## src/rtl/hue_stage1.sv

```systemverilog
// hue_stage1: back end of the hue pipeline.
// Holds a 3-bit tag {zero_flag, function} per pixel while it is inside the
// divider, pairs each returning quotient with its tag and turns the quotient
// into integer hue degrees 0..359, flagging grey pixels.
//
// Tag FIFO rules worth remembering:
//   - a push while full is accepted only if a pop happens the same cycle;
//   - a result arriving while empty is dropped, even if a tag is pushed in
//     that same cycle (no bypass path from push to pop).
module hue_stage1 #(
    parameter int FRAC_W    = 8,
    parameter int TAG_DEPTH = 32
) (
    input  logic                         i_clk,
    input  logic                         i_rst,
    input  logic                         i_tag_valid,
    input  logic [1:0]                   i_tag_function,
    input  logic [8:0]                   i_tag_divisor,
    input  logic                         i_div_valid,
    input  logic [FRAC_W+1:0]            i_div_quotient,
    output logic                         o_valid,
    output logic [8:0]                   o_hue,
    output logic                         o_achromatic,
    output logic [$clog2(TAG_DEPTH):0]   o_tag_level,
    output logic                         o_err_overflow,
    output logic                         o_err_underflow
);

    localparam int PTR_W = $clog2(TAG_DEPTH);
    localparam int LVL_W = PTR_W + 1;
    localparam int P_W   = FRAC_W + 8;

    localparam logic signed [P_W-1:0] MUL60  = P_W'(60);
    localparam logic signed [P_W-1:0] RND    = P_W'(1) << (FRAC_W - 1);
    localparam logic signed [P_W-1:0] DEG120 = P_W'(120);
    localparam logic signed [P_W-1:0] DEG240 = P_W'(240);
    localparam logic signed [P_W-1:0] DEG360 = P_W'(360);

    logic [2:0]             tag_mem [TAG_DEPTH];
    logic [PTR_W-1:0]       wr_ptr;
    logic [PTR_W-1:0]       rd_ptr;
    logic                   fifo_full;
    logic                   fifo_empty;
    logic                   do_push;
    logic                   do_pop;
    logic [2:0]             tag_in;

    logic signed [P_W-1:0]  prod_c;
    logic                   a_valid;
    logic signed [P_W-1:0]  a_prod;
    logic [2:0]             a_tag;

    logic signed [P_W-1:0]  offset;
    logic signed [P_W-1:0]  rnd_sum;
    logic signed [P_W-1:0]  rounded;
    logic signed [P_W-1:0]  h_raw;
    logic signed [P_W-1:0]  h_wrap;
    logic                   achro_c;

    assign fifo_full  = (o_tag_level == LVL_W'(TAG_DEPTH));
    assign fifo_empty = (o_tag_level == '0);
    assign do_pop     = i_div_valid & ~fifo_empty;
    assign do_push    = i_tag_valid & (~fifo_full | do_pop);
    assign tag_in     = {(i_tag_divisor == 9'd0), i_tag_function};

    // Sign-extend the Q2.FRAC_W quotient and scale by 60 degrees per unit.
    assign prod_c = $signed({{6{i_div_quotient[FRAC_W+1]}}, i_div_quotient}) * MUL60;

    // Tag storage; contents need no reset because the pointers gate every read.
    always_ff @(posedge i_clk) begin
        if (!i_rst && do_push) begin
            tag_mem[wr_ptr] <= tag_in;
        end
    end

    // FIFO pointers, occupancy and sticky error flags.
    always_ff @(posedge i_clk) begin
        if (i_rst) begin
            wr_ptr          <= '0;
            rd_ptr          <= '0;
            o_tag_level     <= '0;
            o_err_overflow  <= 1'b0;
            o_err_underflow <= 1'b0;
        end else begin
            if (do_push) begin
                wr_ptr <= wr_ptr + PTR_W'(1);
            end
            if (do_pop) begin
                rd_ptr <= rd_ptr + PTR_W'(1);
            end
            o_tag_level <= o_tag_level + LVL_W'(do_push) - LVL_W'(do_pop);
            if (i_tag_valid && fifo_full && !do_pop) begin
                o_err_overflow <= 1'b1;
            end
            if (i_div_valid && fifo_empty) begin
                o_err_underflow <= 1'b1;
            end
        end
    end

    // Stage A: register the scaled quotient with its popped tag.
    always_ff @(posedge i_clk) begin
        if (i_rst) begin
            a_valid <= 1'b0;
            a_prod  <= '0;
            a_tag   <= '0;
        end else begin
            a_valid <= do_pop;
            if (do_pop) begin
                a_prod <= prod_c;
                a_tag  <= tag_mem[rd_ptr];
            end
        end
    end

    // Stage B arithmetic: round half up, add sector offset, fold into 0..359.
    always_comb begin
        offset = '0;
        case (a_tag[1:0])
            2'd2:    offset = DEG120;
            2'd3:    offset = DEG240;
            default: offset = '0;
        endcase
        rnd_sum = a_prod + RND;
        rounded = rnd_sum >>> FRAC_W;
        h_raw   = rounded + offset;
        if (h_raw[P_W-1]) begin
            h_wrap = h_raw + DEG360;
        end else if (h_raw >= DEG360) begin
            h_wrap = h_raw - DEG360;
        end else begin
            h_wrap = h_raw;
        end
        // Zero divisor means max==min; function 0 is never produced by a real pixel.
        achro_c = a_tag[2] | (a_tag[1:0] == 2'd0);
    end

    // Stage B register: outputs hold between valid pulses.
    always_ff @(posedge i_clk) begin
        if (i_rst) begin
            o_valid      <= 1'b0;
            o_hue        <= '0;
            o_achromatic <= 1'b0;
        end else begin
            o_valid <= a_valid;
            if (a_valid) begin
                o_achromatic <= achro_c;
                o_hue        <= achro_c ? 9'd0 : 9'(h_wrap);
            end
        end
    end

endmodule

```

## config.mk

```make
export PLATFORM = sky130hd
export DESIGN_NAME = hue_stage1
export DESIGN_NICKNAME = d
export VERILOG_FILES = /design/src/rtl/hue_stage1.sv
export SDC_FILE = /design/constraint.sdc
export NUM_CORES = 1
export LEC_CHECK = 0
export ABC_CLOCK_PERIOD_IN_PS = 2800
export BUFFER_PORTS_ARGS = -buffer_cell sky130_fd_sc_hd__buf_2
export CAP_MARGIN = 40
export CORE_MARGIN = 2
export CORE_UTILIZATION = 55
export CTS_CLUSTER_DIAMETER = 120
export DETAILED_ROUTE_END_ITERATION = 16
export HOLD_SLACK_MARGIN = 0.12
export MAX_ROUTING_LAYER = met4
export PLACE_DENSITY = 0.76
export SLEW_MARGIN = 0
export SYNTH_ARGS = -nofsm -noshare
export SYNTH_HDL_FRONTEND = slang
export SYNTH_SLANG_ARGS = --single-unit
```

## constraint.sdc

```tcl
create_clock -name i_clk -period 2.8 [get_ports i_clk]
set_input_delay 0 -clock i_clk [delete_from_list [all_inputs] [get_ports i_clk]]
set_output_delay 0 -clock i_clk [all_outputs]
set_load 0.01 [all_outputs]
```

### Word level (Yosys, flattened, before mapping)

Memories as Yosys holds them, arrays and structs flattened. A register that Yosys moved wholly into a read port is not among the register bits.
Index checks and enable logic that the tools add are counted.

| cells by class | value |
|---|---|
| $mul | 1 |
| eq/ne operators | 3 |
| mux-type cells | 6 |
| reductions and logical operators | 9 |
| add/subtract/negate cells | 8 |
| order comparisons | 1 |
| bitwise gates (word level) | 6 |

Operators by type and width:

| cell | count |
|---|---|
| 2-to-1 mux 9 bit | 3 |
| adder 16 x 9 -> 16 bit, second input constant | 1 |
| one-hot mux 8 bit (2 select lines) | 1 |
| multiplier 10 x 5 -> 14 bit, second input constant | 1 |
| adder 5 x 1 -> 5 bit, second input constant | 2 |
| adder 8 x 9 -> 10 bit | 1 |
| >= comparator 10 bit, second input constant | 1 |
| adder 9 bit, second input constant | 1 |
| zero test 9 bit | 1 |
| subtractor 9 bit, second input constant | 1 |
| adder 6 x 1 -> 6 bit | 1 |
| == test 6 bit, second input constant | 1 |
| zero test 6 bit | 1 |
| subtractor 6 x 1 -> 6 bit | 1 |
| == test 2 bit, second input constant | 2 |
| logical AND 1 bit | 4 |
| bitwise AND 1 bit | 2 |
| zero test 1 bit | 2 |
| zero test 2 bit | 1 |
| 2-to-1 mux 1 bit | 2 |
| inverter 1 bit | 2 |
| bitwise OR 1 bit | 2 |

| storage, ports and cells | value |
|---|---|
| memories | 1 |
| input bits | 25 |
| RAM bits | 96 |
| register bits | 44 |
| logic and storage cells | 45 |

Memories:

| name | words | width | read ports | clocked after Yosys merged registers in | wr ports | line | source |
|---|---|---|---|---|---|---|---|
| tag_mem | 32 | 3 | 1 | 1 | 1 | 39 | `logic [2:0] tag_mem [TAG_DEPTH];` |

### Depth between registers and ports, before layout

| depth | value |
|---|---|
| depth in word-level cells | 8 |
| depth in mapped cells | 19 |
| depth with buffers taken out | 17 |

### Least setup slack after synthesis

No wires, ideal clock.

| path | value |
|---|---|
| path type | flip-flop to flip-flop |
| from | register a_prod[7] |
| to | register o_hue[3] |
| required time | 2683 ps |
| arrival | 2894 ps |
| path buffers | 0 |
| setup slack | -212 ps |
| period minus slack after synthesis | 3012 ps |
| cell stages (with the launch flop) | 13 |
| cell sequence | dfxtp_1 > ha_1 > nand3_1 > xnor2_1 > ha_1 > inv_1 > fa_1 > nand2b_1 > a21oi_2 > a21oi_1 > xor2_1 > or3_1 > a32o_1 |

| on the way | value |
|---|---|
| longest elaborated chain between the ends | 6 |
| elaborated cells between the ends (all ways) | 8 |
| classes of those cells | 4 x add/sub; 1 x order compare; 3 x mux |

RTL lines:

| item | line | source |
|---|---|---|
| start: declaration | 50 | `logic signed [P_W-1:0] a_prod;` |
| start signal: assignment | 110 | `a_prod <= prod_c;` |
| adder 16 x 9 -> 16 bit (*) | 124 | `rnd_sum = a_prod + RND;` |
| adder 8 x 9 -> 10 bit (*) | 126 | `h_raw = rounded + offset;` |
| subtractor 9 bit or >= comparator 10 bit (tied branches) | 130, 129 |  |
| 2-to-1 mux 9 bit | 129 | `end else if (h_raw >= DEG360) begin` |
| 2-to-1 mux 9 bit (*) | 127 | `if (h_raw[P_W-1]) begin` |
| 2-to-1 mux 9 bit (*) | 148 | `o_hue <= achro_c ? 9'd0 : 9'(h_wrap);` |
| end signal: assignment | 148 |  |
| end: declaration | 22 | `output logic [8:0] o_hue,` |

Mark *: on every way between the ends. The rest lies on a longest branch, timed or not.
A chain may end at the register's enable or synchronous reset.

### Final worst setup path

| path | value |
|---|---|
| from | register a_prod[8] |
| to | register o_hue[5] |

The elaborated chain is that of the path after synthesis.

==> impl_metrics.csv <==
group,metric,value,unit
outcome,status,"complete, but fails checks",
outcome,violations,"setup timing",
layout,fin_util,69.8,%
synth,avgSynthCellArea,12.3,um^2
clocking,cts_max_level,4,
power,p_seq_share,31.5,%
power,powerDensity,864,nW/um^2
detailed_routing,wire_per_inst,18.1,um
power,ir_drop,0.696,mV
worst_setup_path,worstReg2RegStart,"a_prod[8]",
layout,layout.cells.non_filler,897,
clocking,cts_max_path_buffers,2,
power,p_leak,3.62,nW
synth,synthesis.area,7430,um^2
timing,rsz0062_at_grt,"yes",
timing,maxSlewViolCount,0,
worst_setup_path,critPathRequiredTime,3130,ps
power,internal_power,5.25,mW
timing,fin_skew,8.58,ps
clocking,clkTransAtPathRegs,60,ps
detailed_routing,wirelength,16200,um
place,dp.cells,850,
power,power_frac_comb,40.0,%
worst_setup_path,end_kind,"flop",
global_route,grt_pass1_vias,5338,
detailed_routing,num_vias,5105,
synth,post-synth-top-area-cell,"edfxtp_1",
layout,fill_cells,917,
layout,drive_gt1_share,32.3,%
global_route,grt_remaining_overflow,0,
power,swShare,34.3,%
clocking,clock-sinks,138,
detailed_routing,drc,0,
detailed_routing,drt_iter0_drc,386,
timing,max_freq,348,MHz
detailed_routing,dr.pass1.iters,5,
worst_setup_path,crit_type,"flop to flop",
worst_setup_path,crit_start,"a_prod[8]",
place,place_hpwl,10800,um
synth,synth_seq_cells,138,
synth,synth_nets,691,
worst_setup_path,startpoint_type,"flop",
power,power_switching,2.74,mW
clocking,cts_tree,"yes",
floorplan,rows,42,
synth,synthTopCellsByArea,"edfxtp_1 (39%), dfxtp_1 (11%), mux4_2 (9.1%)",
synth,synthDistinctLibCells,68,
flow_run,maxCapViolCount,0,
worst_setup_path,crit_fanout,3,
worst_setup_path,reg2reg_depth,14,
synth,synthCells,604,
timing,min_period_over_period,102,%
hold_path,hold_class,"input pin to flop",
global_route,grt_max_degree,33,
synth,synth_most_common_cell,"edfxtp_1",
floorplan,initial_core_util,56.1,%
worst_setup_path,arrival,3200,ps
clocking,numCtsBuffers,17,
floorplan,die_w,120,um
clocking,cts-root-buf,"clkbuf_16",
synth,yosys_warnings,0,
worst_setup_path,worstSetupEndpoint,"o_hue[5]",
timing,whs,137,ps
timing,fin_crit,2870,ps
synth,synthFlopType,"edfxtp_1",
worst_setup_path,timing.reg2reg.setup_slack,-70,ps
power,power,7.99,mW
global_route,antenna_found_initial,0,
synth,ys_async_sr_fraction,0,%
timing,finalSetupViolCount,4,
floorplan,fp.dieH,120,um
floorplan,dieArea,14500,um^2
place,place.port_buffers,43,
timing,relSlewSlack,59.9,%
floorplan,num_io_pins,44,
synth,synth_top_area_share,38.8,%
layout,syn_to_final_growth,24.3,%
power,clkPwrFrac,28.5,%
place,placedInstanceArea,8250,um^2
timing,finalWorstSetupSlack,-69.5,ps
layout,design_area,9240,um^2
worst_setup_path,r2r-end,"o_hue[5]",
detailed_routing,antenna_left,0,
timing,hold_viol,0,
layout,nets,796,
detailed_routing,viasPerCell,5.69,
place,gp_congestion,0.872,
floorplan,core_area,13200,um^2
synth,synth_enable_flop_cells,96,
global_route,grt_pass1_wl,26100,um
clocking,clk_latency,430,ps
synth,synthTopCellsByCount,"edfxtp_1 (96), nor2_1 (76), inv_1 (63), ha_1 (46), dfxtp_1 (42)",
global_route,gr-usage-all-layers,24.2,%
layout,diodes,0,
synth,seq_area_frac_synth,50.1,%
timing,tightestPinTransition,597,ps
final cells by class:
| class | instances | area [um^2] | share of cell area [%] |
|---|---|---|---|
| flip-flops and latches | 138 | 3740 | 40.4 |
| multi-input cells | 379 | 3700 | 40.1 |
| repair buffers | 107 | 741 | 8.02 |
| clock buffers | 17 | 425 | 4.60 |
| inverters | 66 | 248 | 2.68 |
| well taps | 176 | 220 | 2.38 |
| clock inverters | 14 | 169 | 1.83 |
worst min-delay path by stage:
| stage | start | end | slack (ps) | cells after the start |
|---|---|---|---|---|
| 6_report | i_tag_divisor[1] | tag_mem[2][2] | 140 | 3 |
| 5_1_grt | i_tag_divisor[1] | tag_mem[2][2] | 140 | 3 |
| 4_1_cts | i_tag_divisor[1] | tag_mem[12][2] | 140 | 3 |
| 3_5_place_dp | i_div_valid | o_err_underflow | 300 | 3 |
| 3_3_place_gp | i_div_valid | o_err_underflow | 290 | 3 |
| 2_1_floorplan | i_tag_function[0] | tag_mem[0][0] | 100 | 0 |
registers in the layout, summed over array words and instances (netlist names), 3 cells and up:
| register | cells |
|---|---|
| o_tag_level | 6 |
| rd_ptr | 5 |
| o_hue | 9 |
| a_prod | 9 |
| wr_ptr | 5 |
| a_tag | 3 |
| tag_mem | 96 |
per-stage QoR:
stage	setup WS [ps]	TNS [ps]
floorplan	3.66	0
global placement	-228	-626
detailed placement	-327	-1210
CTS	-12.9	-12.9
global route	-152	-698
finish	-69.5	-146
placed cells by master, fill, tap and decap left out, types with 6 or more instances in the layout:
master	n
fa_1	14
edfxtp_1	96
inv_2	6
inv_1	60
mux4_2	30
xnor2_1	16
xor2_1	19
nand2_1	28
dfxtp_1	36
a21oi_2	6
buf_2	41
a21oi_1	11
a211oi_1	6
nor2_1	75
ha_1	39
clkbuf_16	17
buf_4	56
nand3_1	8
power by group through the flow:
stage / Sequential (mW) / Combinational, mW / Clock, mW
floorplan: 2.52 / 2.01 / 0
global placement: 2.50 / 2.72 / 0
detailed placement: 2.51 / 2.82 / 0
CTS: 2.49 / 2.93 / 2.29
global route: 2.53 / 3.50 / 2.39
finish: 2.51 / 3.20 / 2.27
metal layers:
layer	wire length, um	track usage, %	share of wire (%)	up-vias
li1	-	-	-	2385
met1	6470	28.1	40	2545
met2	8670	42.1	54	144
met3	744	5.42	4.6	31
met4	312	7.78	1.9	0
met5	0	-	0	-
kinds of logic after synthesis:
| family | synth area share (%) |
|---|---|
| compound gates | 8.33 |
| xor+xnor | 4.85 |
| fa+ha+maj | 12.1 |
| buf+inv | 4.55 |
| flops | 50.1 |
| mux | 9.92 |
| simple gates | 10.2 |
critical path: stages, from the launching register on:
cell      delay (ps)
dfxtp_2          350
buf_4            120
nand3_2           90
nor2_2           140
xor2_1           220
inv_1            110
fa_2             400
nand2b_4         160
a21oi_4          170
buf_6            140
xnor2_4           80
buf_6            140
a221oi_4         270
xnor2_1          110
o32ai_1          280
repair_timing:
item | CTS | global route
buffers inserted | 4 | 7
hold buffers | 5 | 0
pin swaps | 10 | 28
hold endpoints to repair | 80 | 0
endpoints found under the setup margin | 6 | 9
resized for setup | 15 | 40
Power figures use the tool's default switching activity.
